[config.mk]
export PLATFORM = sky130hd
export DESIGN_NAME = satrnd_pipe
export DESIGN_NICKNAME = d
export VERILOG_FILES = /design/src/rtl/satrnd_pkg.sv /design/src/rtl/satrnd_lane.sv /design/src/rtl/satrnd_pipe.sv
export SDC_FILE = /design/constraint.sdc
export NUM_CORES = 1
export LEC_CHECK = 0
export ABC_AREA = 1
export ABC_CLOCK_PERIOD_IN_PS = 2800
export BUFFER_PORTS_ARGS = -buffer_cell sky130_fd_sc_hd__clkbuf_2
export CORE_ASPECT_RATIO = 0.9
export CORE_MARGIN = 2
export CORE_UTILIZATION = 53
export DETAILED_ROUTE_END_ITERATION = 8
export HOLD_SLACK_MARGIN = 0.1
export PLACE_DENSITY_LB_ADDON = 0.3
export SYNTH_ARGS = -nofsm -noshare
export SYNTH_HDL_FRONTEND = slang
export SYNTH_SLANG_ARGS = --single-unit
[constraint.sdc]
create_clock -name clk -period 2.8 [get_ports clk]
set_clock_uncertainty 0.15 [all_clocks]
set_input_delay 0.56 -clock clk [delete_from_list [all_inputs] [get_ports clk]]
set_output_delay 0.56 -clock clk [all_outputs]
set_load 0.005 [all_outputs]
[src/rtl/satrnd_pkg.sv]
// Shared types and width helpers for the satrnd_pipe saturate/round pipeline.
package satrnd_pkg;

    typedef enum logic [1:0] {
        RND_TRUNC     = 2'd0,
        RND_HALF_UP   = 2'd1,
        RND_HALF_EVEN = 2'd2
    } rnd_mode_e;

    function automatic int calc_ow(input int msb_out, input int lsb_out);
        return msb_out - lsb_out + 1;
    endfunction

endpackage

[src/rtl/satrnd_lane.sv]
// One lane of the saturate/round datapath, purely combinational.
// The round-sum half feeds stage 1; the overflow/saturate half is driven from stage 1 registers.
module satrnd_lane
    import satrnd_pkg::*;
#(
    parameter int WIDTH   = 8,
    parameter int MSB_OUT = 6,
    parameter int LSB_OUT = 2,
    localparam int OW     = calc_ow(MSB_OUT, LSB_OUT),
    localparam int SW     = WIDTH - LSB_OUT + 1
) (
    input  logic [WIDTH-1:0] din,
    input  logic             tc,
    input  rnd_mode_e        rnd_mode,
    output logic [SW-1:0]    sum,
    input  logic [SW-1:0]    s_q,
    input  logic             tc_q,
    input  logic             sat_q,
    output logic [OW-1:0]    res,
    output logic             ov
);

    logic          r;
    logic [SW-OW:0] top_bits;
    logic [OW-1:0] sat_pos;
    logic [OW-1:0] sat_neg;

    generate
        if (LSB_OUT == 0) begin : g_no_rnd
            assign r = 1'b0;
        end else begin : g_rnd
            logic half;
            logic odd;
            logic below;
            assign half = din[LSB_OUT-1];
            assign odd  = din[LSB_OUT];
            if (LSB_OUT == 1) begin : g_l1
                assign below = 1'b0;
            end else begin : g_ln
                assign below = |din[LSB_OUT-2:0];
            end
            always_comb begin
                case (rnd_mode)
                    RND_HALF_UP:   r = half;
                    RND_HALF_EVEN: r = half & (below | odd);
                    default:       r = 1'b0;
                endcase
            end
        end
    endgenerate

    // One guard bit above the kept field so the +1 of rounding never wraps.
    assign sum = {tc & din[WIDTH-1], din[WIDTH-1:LSB_OUT]} + {{(SW-1){1'b0}}, r};

    assign top_bits = s_q[SW-1:OW-1];

    always_comb begin
        sat_pos          = '1;
        sat_pos[OW-1]    = 1'b0;
        sat_neg          = '0;
        sat_neg[OW-1]    = 1'b1;
        if (tc_q) begin
            ov = !((&top_bits) | ~(|top_bits));
        end else begin
            ov = |s_q[SW-1:OW];
        end
        res = s_q[OW-1:0];
        if (ov && sat_q) begin
            if (!tc_q) begin
                res = '1;
            end else if (s_q[SW-1]) begin
                res = sat_neg;
            end else begin
                res = sat_pos;
            end
        end
    end

endmodule

[src/rtl/satrnd_pipe.sv]
// Two-stage, multi-lane saturate/round pipeline with valid/ready back-pressure.
// Macro SATRND_OVCNT_EN adds per-lane saturating overflow counters and the ov_cnt port.
module satrnd_pipe
    import satrnd_pkg::*;
#(
    parameter int WIDTH   = 8,
    parameter int MSB_OUT = 6,
    parameter int LSB_OUT = 2,
    parameter int LANES   = 4,
    parameter int CNT_W   = 16,
    localparam int OW     = calc_ow(MSB_OUT, LSB_OUT)
) (
    input  logic                   clk,
    input  logic                   rst,
    input  logic                   in_valid,
    output logic                   in_ready,
    input  logic [LANES*WIDTH-1:0] din,
    input  logic                   tc,
    input  logic                   sat,
    input  logic [1:0]             rnd_mode,
    output logic                   out_valid,
    input  logic                   out_ready,
    output logic [LANES*OW-1:0]    dout,
    output logic [LANES-1:0]       ov,
    input  logic                   clr_sticky,
    output logic [LANES-1:0]       ov_sticky
`ifdef SATRND_OVCNT_EN
    ,
    output logic [LANES*CNT_W-1:0] ov_cnt
`endif
);

    localparam int SW = WIDTH - LSB_OUT + 1;

    generate
        if (MSB_OUT > WIDTH - 1 || LSB_OUT < 0 || LSB_OUT > MSB_OUT || LANES < 1 || CNT_W < 1)
        begin : g_bad_param
            $error("satrnd_pipe: illegal parameter combination");
        end
    endgenerate

    logic              s1_valid;
    logic              s2_valid;
    logic              s1_tc;
    logic              s1_sat;
    logic              s1_adv;
    logic              s2_adv;
    logic [SW-1:0]     s1_sum [LANES];
    logic [SW-1:0]     sum_c  [LANES];
    logic [OW-1:0]     res_c  [LANES];
    logic [LANES-1:0]  ov_c;
    logic [LANES-1:0]  ov_set;

    assign s2_adv    = !s2_valid || out_ready;
    assign s1_adv    = s2_adv || !s1_valid;
    assign in_ready  = !s1_valid || s1_adv;
    assign out_valid = s2_valid;
    assign ov_set    = {LANES{s2_valid & out_ready}} & ov;

    generate
        for (genvar i = 0; i < LANES; i++) begin : g_lane
            satrnd_lane #(
                .WIDTH   (WIDTH),
                .MSB_OUT (MSB_OUT),
                .LSB_OUT (LSB_OUT)
            ) u_lane (
                .din      (din[i*WIDTH +: WIDTH]),
                .tc       (tc),
                .rnd_mode (rnd_mode_e'(rnd_mode)),
                .sum      (sum_c[i]),
                .s_q      (s1_sum[i]),
                .tc_q     (s1_tc),
                .sat_q    (s1_sat),
                .res      (res_c[i]),
                .ov       (ov_c[i])
            );
        end
    endgenerate

    always_ff @(posedge clk or posedge rst) begin
        if (rst) begin
            s1_valid <= 1'b0;
            s1_tc    <= 1'b0;
            s1_sat   <= 1'b0;
            for (int i = 0; i < LANES; i++) begin
                s1_sum[i] <= '0;
            end
        end else if (s1_adv) begin
            s1_valid <= in_valid;
            if (in_valid) begin
                s1_tc  <= tc;
                s1_sat <= sat;
                for (int i = 0; i < LANES; i++) begin
                    s1_sum[i] <= sum_c[i];
                end
            end
        end
    end

    always_ff @(posedge clk or posedge rst) begin
        if (rst) begin
            s2_valid <= 1'b0;
            dout     <= '0;
            ov       <= '0;
        end else if (s2_adv) begin
            s2_valid <= s1_valid;
            if (s1_valid) begin
                ov <= ov_c;
                for (int i = 0; i < LANES; i++) begin
                    dout[i*OW +: OW] <= res_c[i];
                end
            end
        end
    end

    // A flag set on the same cycle as a clear takes priority so no event is lost.
    always_ff @(posedge clk or posedge rst) begin
        if (rst) begin
            ov_sticky <= '0;
        end else begin
            for (int i = 0; i < LANES; i++) begin
                if (ov_set[i]) begin
                    ov_sticky[i] <= 1'b1;
                end else if (clr_sticky) begin
                    ov_sticky[i] <= 1'b0;
                end
            end
        end
    end

`ifdef SATRND_OVCNT_EN
    logic [CNT_W-1:0] cnt_q [LANES];

    always_ff @(posedge clk or posedge rst) begin
        if (rst) begin
            for (int i = 0; i < LANES; i++) begin
                cnt_q[i] <= '0;
            end
        end else begin
            for (int i = 0; i < LANES; i++) begin
                if (clr_sticky) begin
                    cnt_q[i] <= ov_set[i] ? CNT_W'(1) : '0;
                end else if (ov_set[i] && cnt_q[i] != '1) begin
                    cnt_q[i] <= cnt_q[i] + 1'b1;
                end
            end
        end
    end

    always_comb begin
        ov_cnt = '0;
        for (int i = 0; i < LANES; i++) begin
            ov_cnt[i*CNT_W +: CNT_W] = cnt_q[i];
        end
    end
`endif

endmodule

* Word-level counts from Yosys, hierarchy flattened
Index checks and enable logic that the tools add are counted.
** Operators by class
- Add/subtract/negate cells :: 4
- Reductions and logical operators :: 31
- Bitwise logic cells :: 22
- Equal/unequal tests :: 2
- Multiplexer cells :: 25
** Operators by type and width (number)
- $mux 5 :: 12
- $add 7x1->7 :: 4
- $reduce_and 3->1 :: 4
- $reduce_or 3->1 :: 4
- $and 1x1->1 :: 9
- $mux 1 :: 9
- $or 1x1->1 :: 8
- $pmux 1 s2 :: 4
- $reduce_bool 2->1 :: 4
- $reduce_or 2->1 :: 4
- $logic_not 1->1 :: 6
- $and 4x4->4 :: 1
- $logic_and 1x1->1 :: 4
- $not 1->1 :: 4
- $reduce_and 2->1 :: 2
- $logic_or 1x1->1 :: 3
- $eq 2x1->1 const B :: 1
- $eq 2x2->1 const B :: 1
** Word-level totals
- Word-level logic and storage cells :: 98
- Register bits after elaboration :: 60

* Depth between registers and ports, before layout
Gate-level depths: netlist of the first run.
- Word-level depth :: 7
- Gate-level depth with buffers :: 11

* Hierarchy
Synthesis of the first run repeated with hierarchy kept, for this count alone.
** Second synthesis, totals
- Cell total of the unflattened synthesis :: 438
- Area total of the unflattened synthesis :: 3455.8 sq um
** Modules (own cells, without submodules)
- satrnd_pipe :: instances 1, area each 2359.8 sq um, cells each 258, sequential area each 1501.4 sq um
- satrnd_lane :: instances 4, area each 274.0 sq um, cells each 45, sequential area each 0.0 sq um

* Least setup slack after synthesis of the first run
OpenSTA, ideal clock, no wires.
- Path kind :: input -> register
- Start :: input port rnd_mode[0]
- End :: register s1_sum[6] (netlist bit)
- Path buffers :: 0
- Path slack :: 0.722 ns
- Stages on the path :: 9
- Arrival :: 1.802 ns
- Cells stage by stage :: inv_1 ha_1 a21oi_1 ha_1 ha_1 nand3_1 nor2_1 xor2_1 o21ai_0
** Between the ends
- Word-level cells in the longest chain between the ends :: 3
- Elaborated cells on any way between the ends :: 4
** RTL lines
- start: declaration :: line satrnd_pipe.sv:20 : input logic [1:0] rnd_mode,
- $eq 2x2->1 / $eq 2x1->1 (equally long branches) :: line satrnd_lane.sv:43 : case (rnd_mode)
- $pmux 1 s2 * :: line satrnd_lane.sv:43
- $add 7x1->7 * :: line satrnd_lane.sv:53 : assign sum = {tc & din[WIDTH-1], din[WIDTH-1:LSB_OUT]} + {{(SW-1){1'b0}}, r};
- end signal: indexed assignment :: line satrnd_pipe.sv:94 : s1_sum[i] <= sum_c[i];
- end: declaration :: line satrnd_pipe.sv:48 : logic [SW-1:0] s1_sum [LANES];
Mark *: on every way between the ends. The rest lies on a longest branch, timed or not.
A chain may end at the register's enable or synchronous reset.

* Worst setup path after layout of the first run
Ends and elaborated chain as after synthesis.

==> results of run 1 <==
-- routing by layer --
metal / track usage (%) / vias up
li1: - / 1443
met1: 33.6 / 1252
met2: 32.6 / 88
met3: 3.66 / 11
met4: 10.3 / 0
met5: 0 / -
-- sequential cells by signal, indices dropped and copies added, names as in the netlist --
| signal | flops |
|---|---|
| s1_valid | 1 |
| ov_sticky | 4 |
| s1_sum | 28 |
| out_valid | 1 |
| s1_sat | 1 |
| dout | 20 |
| s1_tc | 1 |
| ov | 4 |
-- cells in the final DEF (no fill, tap or decap), types with 2 or more instances in the layout --
cell type,instances
nor2_1,22
clkbuf_2,70
nand2_2,3
inv_1,26
bufinv_16,2
o21ai_0,17
nand3_2,2
nand4_1,9
xor2_1,4
o211ai_2,2
clkinv_2,2
nand3_1,28
o21ai_1,6
dfrtp_1,60
ha_1,10
a21oi_1,4
buf_4,3
a31oi_1,2
inv_2,3
nand2_1,177
o211ai_1,5
clkbuf_8,12
xnor2_1,3
-- critical path, cell delays in order --
cell,delay [ns]
clkbuf_2,0.09
inv_1,0.04
ha_1,0.34
a21oi_1,0.16
ha_1,0.20
ha_1,0.18
nand3_1,0.11
nor2_1,0.16
xor2_1,0.16
o21ai_0,0.08
-- power breakdown --
part	internal [mW]	total [mW]	switching, mW
Sequential	1.08	1.24	0.161
Combinational	0.287	0.682	0.395
Clock	0.571	0.905	0.334
-- area by class of cell --
type | count | area [um^2]
multi-input cells | 301 | 1460
clock buffers | 12 | 165
repair buffers | 73 | 373
fillers | 485 | 1960
inverters | 30 | 115
well taps | 70 | 87.6
flip-flops and latches | 60 | 1500
clock inverters | 4 | 70.1
-- worst paths after layout --
| check | to | slack [ns] | cells after the start |
|---|---|---|---|
| max in group asynchronous | dout[10] | 1.56 | 3 |
| min in group clk | s1_sum[5] | 0.28 | 2 |
| hold / removal | dout[3] | 0.23 | 2 |
| setup / recovery | s1_sum[6] | 0.79 | 10 |
| hold reg to reg | dout[2] | 0.33 | 2 |
| setup reg to reg | s1_sum[5] | 1.09 | 7 |
-- cell families after synthesis --
group / Yosys count / synth area share [%]
simple gates: 245 / 32.9
flops: 60 / 47.7
buf+inv: 41 / 6.16
compound gates: 39 / 7.35
fa+ha+maj: 10 / 3.97
xor+xnor: 7 / 1.95
==> run summary, run 1 <==
status = finished, final reports clean
Final period util = 71.7%
DRT Pass-1 Iters = 4
worst vdd ir = 0.000387 V
endpoint type of the worst setup path = flop
Setup Viol. Count Final = 0
RSZ-0062 raised after global routing = false
nets = 526
worst setup margin = 0.791 ns
pin count of the biggest net entering global routing = 44
CP Max Fanout = 4
Yosys top cell by area = dfrtp_1
DP Worst Slack = 0.433 ns
Seq cells post-synth = 60
GRT overflow = 0
post-route ant nets = 0
non-filler instance count after layout = 550
total power = 2.83 mW
antenna violations before repair = 0
Max Buffers Root-to-Sink = 2
Clock Latency Late Sink = 0.34 ns
data required time of the worst path = 2.87 ns
CTS tree = yes
Hold Path Class = in2async
total track usage = 22.7%
GPL Wtd Cong = 0.815
Cell Area, Placed = 0.00353 mm^2
crit path launch = rnd_mode[0]
DR iter-0 viols = 133
Hold-fix buffers, CTS = 0
fin crit period = 2.01 ns
metal2 WL = 2820 um
Reg-to-Reg Start = out_valid
setup TNS = 0 ns
Synth-to-Final Area Change = 19.6%
first-pass GRT wire length = 11800 um
Post-synth ARST share = 100%
Die Y = 77.1 um
layout cells sized above 1 = 21.5%
root buf cell = clkbuf_8
final instance area = 0.00377 mm^2
post-DR vias/cell = 5.08
Final Util = 65.8%
syn_nets = 453
H-Tree Depth = 3
Pwr Density = 751 mW/mm^2
Fmax = 0.498 GHz
Final Hold Viols = 0
Cell variety after synth = 29
syn avg cell area = 7.84 um^2
Post-CTS Setup Inserts = 0
sequential share of the synthesized area = 47.7%
clock-pin slew on the worst setup and hold paths = 0.07 ns
number of global-route vias before repair = 2587
TritonCTS Buffers = 9
Area contributors post-synth = dfrtp_1 (48%), nand2_1 (21%), nand3_1 (4.4%)
slew margin rel. = 41.8%
Slew @ Worst Pin = 0.872 ns
Slew Limit Fails = 0
hold slack = 0.231 ns
post_cts resized = 0
Initial Utilization = 55.0%
cell row count = 26
most common library cells after synthesis = nand2_1 (177), dfrtp_1 (60), nand3_1 (28), inv_1 (27), nor2_1 (22)
WL met3 = 406 um
number of flops mapped to enable cells by yosys = 0
leakage power = 2.10 nW
via count = 2794
top-count cell post-synth = nand2_1
die area = 0.00658 mm^2
Syn Std Cell Area = 0.00315 mm^2
WS Path Type = in2reg
uppermost layer routed = met4
Ys Warns = 0
IO buf count = 70
Post-Route M1 WL = 3450 um
placed cell count = 534
average wire per standard cell = 12.4 um
CP Data Arrival Time = 2.08 ns
# diodes = 0
Post-route DRC = 0
Primary FF master, synth = dfrtp_1
Max-Cap Viols = 0
Post-Syn Instances = 402
Synth top area share = 47.7%
io pins = 71
HPWL after DPL = 4970 um
# clock sinks = 60
Startpoint Class = primary input
core area = 0.00573 mm^2
total wire length = 6800 um
die width = 85.3 um
(Power assumes the default switching activity.)
==> inputs of run 2 (changes only) <==
Settings changed: ABC_CLOCK_PERIOD_IN_PS 2800 to 1700, CORE_UTILIZATION 53 to 49.
Clock period 2.8 ns to 1.7 ns, I/O delays scaled along.
==> run summary, run 2 (same netlist as run 1, synthesis figures left out) <==
status = finished, final reports clean
Worst Hold Depth = 3
CP Data Arrival Time = 1.12 ns (-0.96 ns)
pin count of the biggest net entering global routing = 61 (+39%)
DR iter-0 viols = 211 (+59%)
Fillers = 554 (+14%)
Max Buffers Root-to-Sink = 2 (unchanged)
slew margin rel. = 73.8% (+32 points)
Largest regs = s1_sum: 28 flops, dout: 20 flops
# clock sinks = 60 (unchanged)
total track usage = 22.3% (-0.43 points)
r2r endpoint = dout[13]
Slew Limit Fails = 0 (unchanged)
Final Util = 65.3% (-0.47 points)
endpoint type of the worst setup path = output port
Fmax = 0.621 GHz
CP Max Fanout = 7 (+3)
H-Tree Depth = 3 (unchanged)
met3 Usage GRT = 4.73% (+1.1 points)
via count = 2925 (+4.7%)
# diodes = 0 (unchanged)
leakage power = 2.16 nW (+2.9%)
commonest non-fill, non-tap cell in the layout = nand2_1
layout cells sized above 1 = 27.3% (+5.9 points)
core area = 0.00618 mm^2 (+8.0%)
post-DR vias/cell = 5.00 (-1.6%)
worst setup margin = 0.0885 ns (-0.703 ns)
GPL Wtd Cong = 0.824 (+1.1%)
nets = 544 (+3.4%)
HPWL after DPL = 5170 um (+4.0%)
Die Y = 80.1 um (+3.8%)
RSZ-0062 raised after global routing = false
Hold Startpoint = din[15]
clock-pin slew on the worst setup and hold paths = 0.07 ns (about the same)
most frequent cells in the layout = nand2_1 (177), clkbuf_2 (69), dfrtp_1 (59), nand3_1 (26), inv_1 (24)
Synth-to-Final Area Change = 28.2%
die width = 88.5 um (+3.8%)
Post-route DRC = 0 (unchanged)
die area = 0.00709 mm^2 (+7.7%)
busiest grt layer = met2
TritonCTS Buffers = 9 (unchanged)
WS Path Type = reg2out
IO buf count = 70 (unchanged)
Hold Path Class = in2reg
Startpoint Class = flop
Slew @ Worst Pin = 0.393 ns (-0.480 ns)
average wire per standard cell = 12.3 um (-0.70%)
number of global-route vias before repair = 2704 (+4.5%)
cell row count = 27 (+3.8%)
flop2flop setup slack = 0.14 ns (-0.95 ns)
GR Util met1 = 31.7% (-1.9 points)
post-route ant nets = 0 (unchanged)
CTS tree = yes
Reg with most FFs = s1_sum
Final period util = 94.8%
Initial Utilization = 51.0% (-4.1 points)
Max-Cap Viols = 0 (unchanged)
first-pass GRT wire length = 12100 um (+2.6%)
R2R depth = 7 (unchanged)
io pins = 71 (unchanged)
root buf cell = clkbuf_8
Final Hold Viols = 0 (unchanged)
Setup Viol. Count Final = 0 (unchanged)
total wire length = 7180 um (+5.6%)
Clock Latency Late Sink = 0.34 ns (about the same)
GRT overflow = 0 (unchanged)
max reg flops = 28 (unchanged)
worst vdd ir = 0.000458 V (+18%)
Worst Hold End = s1_sum[19]
antenna violations before repair = 0 (unchanged)
Pwr Density = 1130 mW/mm^2 (+50%)
DRT Pass-1 Iters = 5 (+1)
grt met2 use = 32.7% (+0.13 points)
fin crit period = 1.61 ns
DP Worst Slack = -0.395 ns (-0.828 ns)
data required time of the worst path = 1.21 ns (-1.66 ns)
Reg-to-Reg Start = s1_tc
==> run 2: cell count changes in the layout (fill, tap and decap cells not counted), sizes merged <==
cell         previous run  this run
buf                     3        18
inv                    30        29
clkbuf                 82        81
dlygate4sd3             0         4
clkinvlp                0         2
bufinv                  2         1
==> run 2: critical path, stage by stage, from the launching register on <==
cell and delay (ns):
dfrtp_1 0.51, nand3_4 0.14, clkbuf_2 0.13
==> run 2: layer usage <==
layer	vias to the layer above	routed length, um
li1	1477	-
met1	1340	3580
met2	95	3090
met3	13	387
met4	0	124
met5	-	0
==> run 2: worst max-delay path by stage <==
stage | cells past startpoint | from | slack, ns | end
2_1_floorplan | 10 | rnd_mode[0] | -0.05 | s1_sum[6]
3_3_place_gp | 11 | rnd_mode[0] | -0.35 | s1_sum[6]
3_5_place_dp | 11 | rnd_mode[0] | -0.39 | s1_sum[6]
4_1_cts | 11 | rnd_mode[0] | 0.02 | s1_sum[6]
5_1_grt | 11 | rnd_mode[1] | 0.002 | s1_sum[6]
6_report | 2 | out_valid | 0.09 | in_ready
==> run 2: where the power goes <==
group	leakage (nW)	switching, mW	total [mW]	internal, mW
Clock	0.102	0.550	1.30	0.752
Combinational	1.32	0.679	1.19	0.516
Sequential	0.736	0.266	2.05	1.78
==> run 2: layout make-up <==
| type | instances | area, um^2 | area share (%) |
|---|---|---|---|
| multi-input cells | 301 | 1560 | 38.5 |
| flip-flops and latches | 60 | 1500 | 37.2 |
| repair buffers | 91 | 537 | 13.3 |
| clock buffers | 12 | 155 | 3.84 |
| inverters | 30 | 131 | 3.25 |
| well taps | 87 | 109 | 2.70 |
| clock inverters | 4 | 47.5 | 1.18 |
==> run 2: stage by stage <==
stage | std cells | TNS (ns) | cell area, um^2 | hold slack, ns | power, mW
after floorplan | 402 | -0.0728 | 3240 | 0.296 | 2.74
after global placement | 564 | -4.37 | 3750 | 0.284 | 3.20
after detailed placement | 564 | -5.67 | 3750 | 0.289 | 3.25
after CTS | 584 | 0 | 4000 | 0.110 | 4.57
after global routing | 585 | 0 | 4040 | 0.143 | 4.88
final | 585 | 0 | 4040 | 0.123 | 4.55
==> run 2: timing repair <==
item                       in CTS  in global routing
setup endpoints to repair       3                 27
gates resized for setup         1                 13
setup buffers                   0                  1
cloned                          0                  0
hold buffers                    4                  0
hold endpoints to repair       66                  0
pin swaps                       2                  7
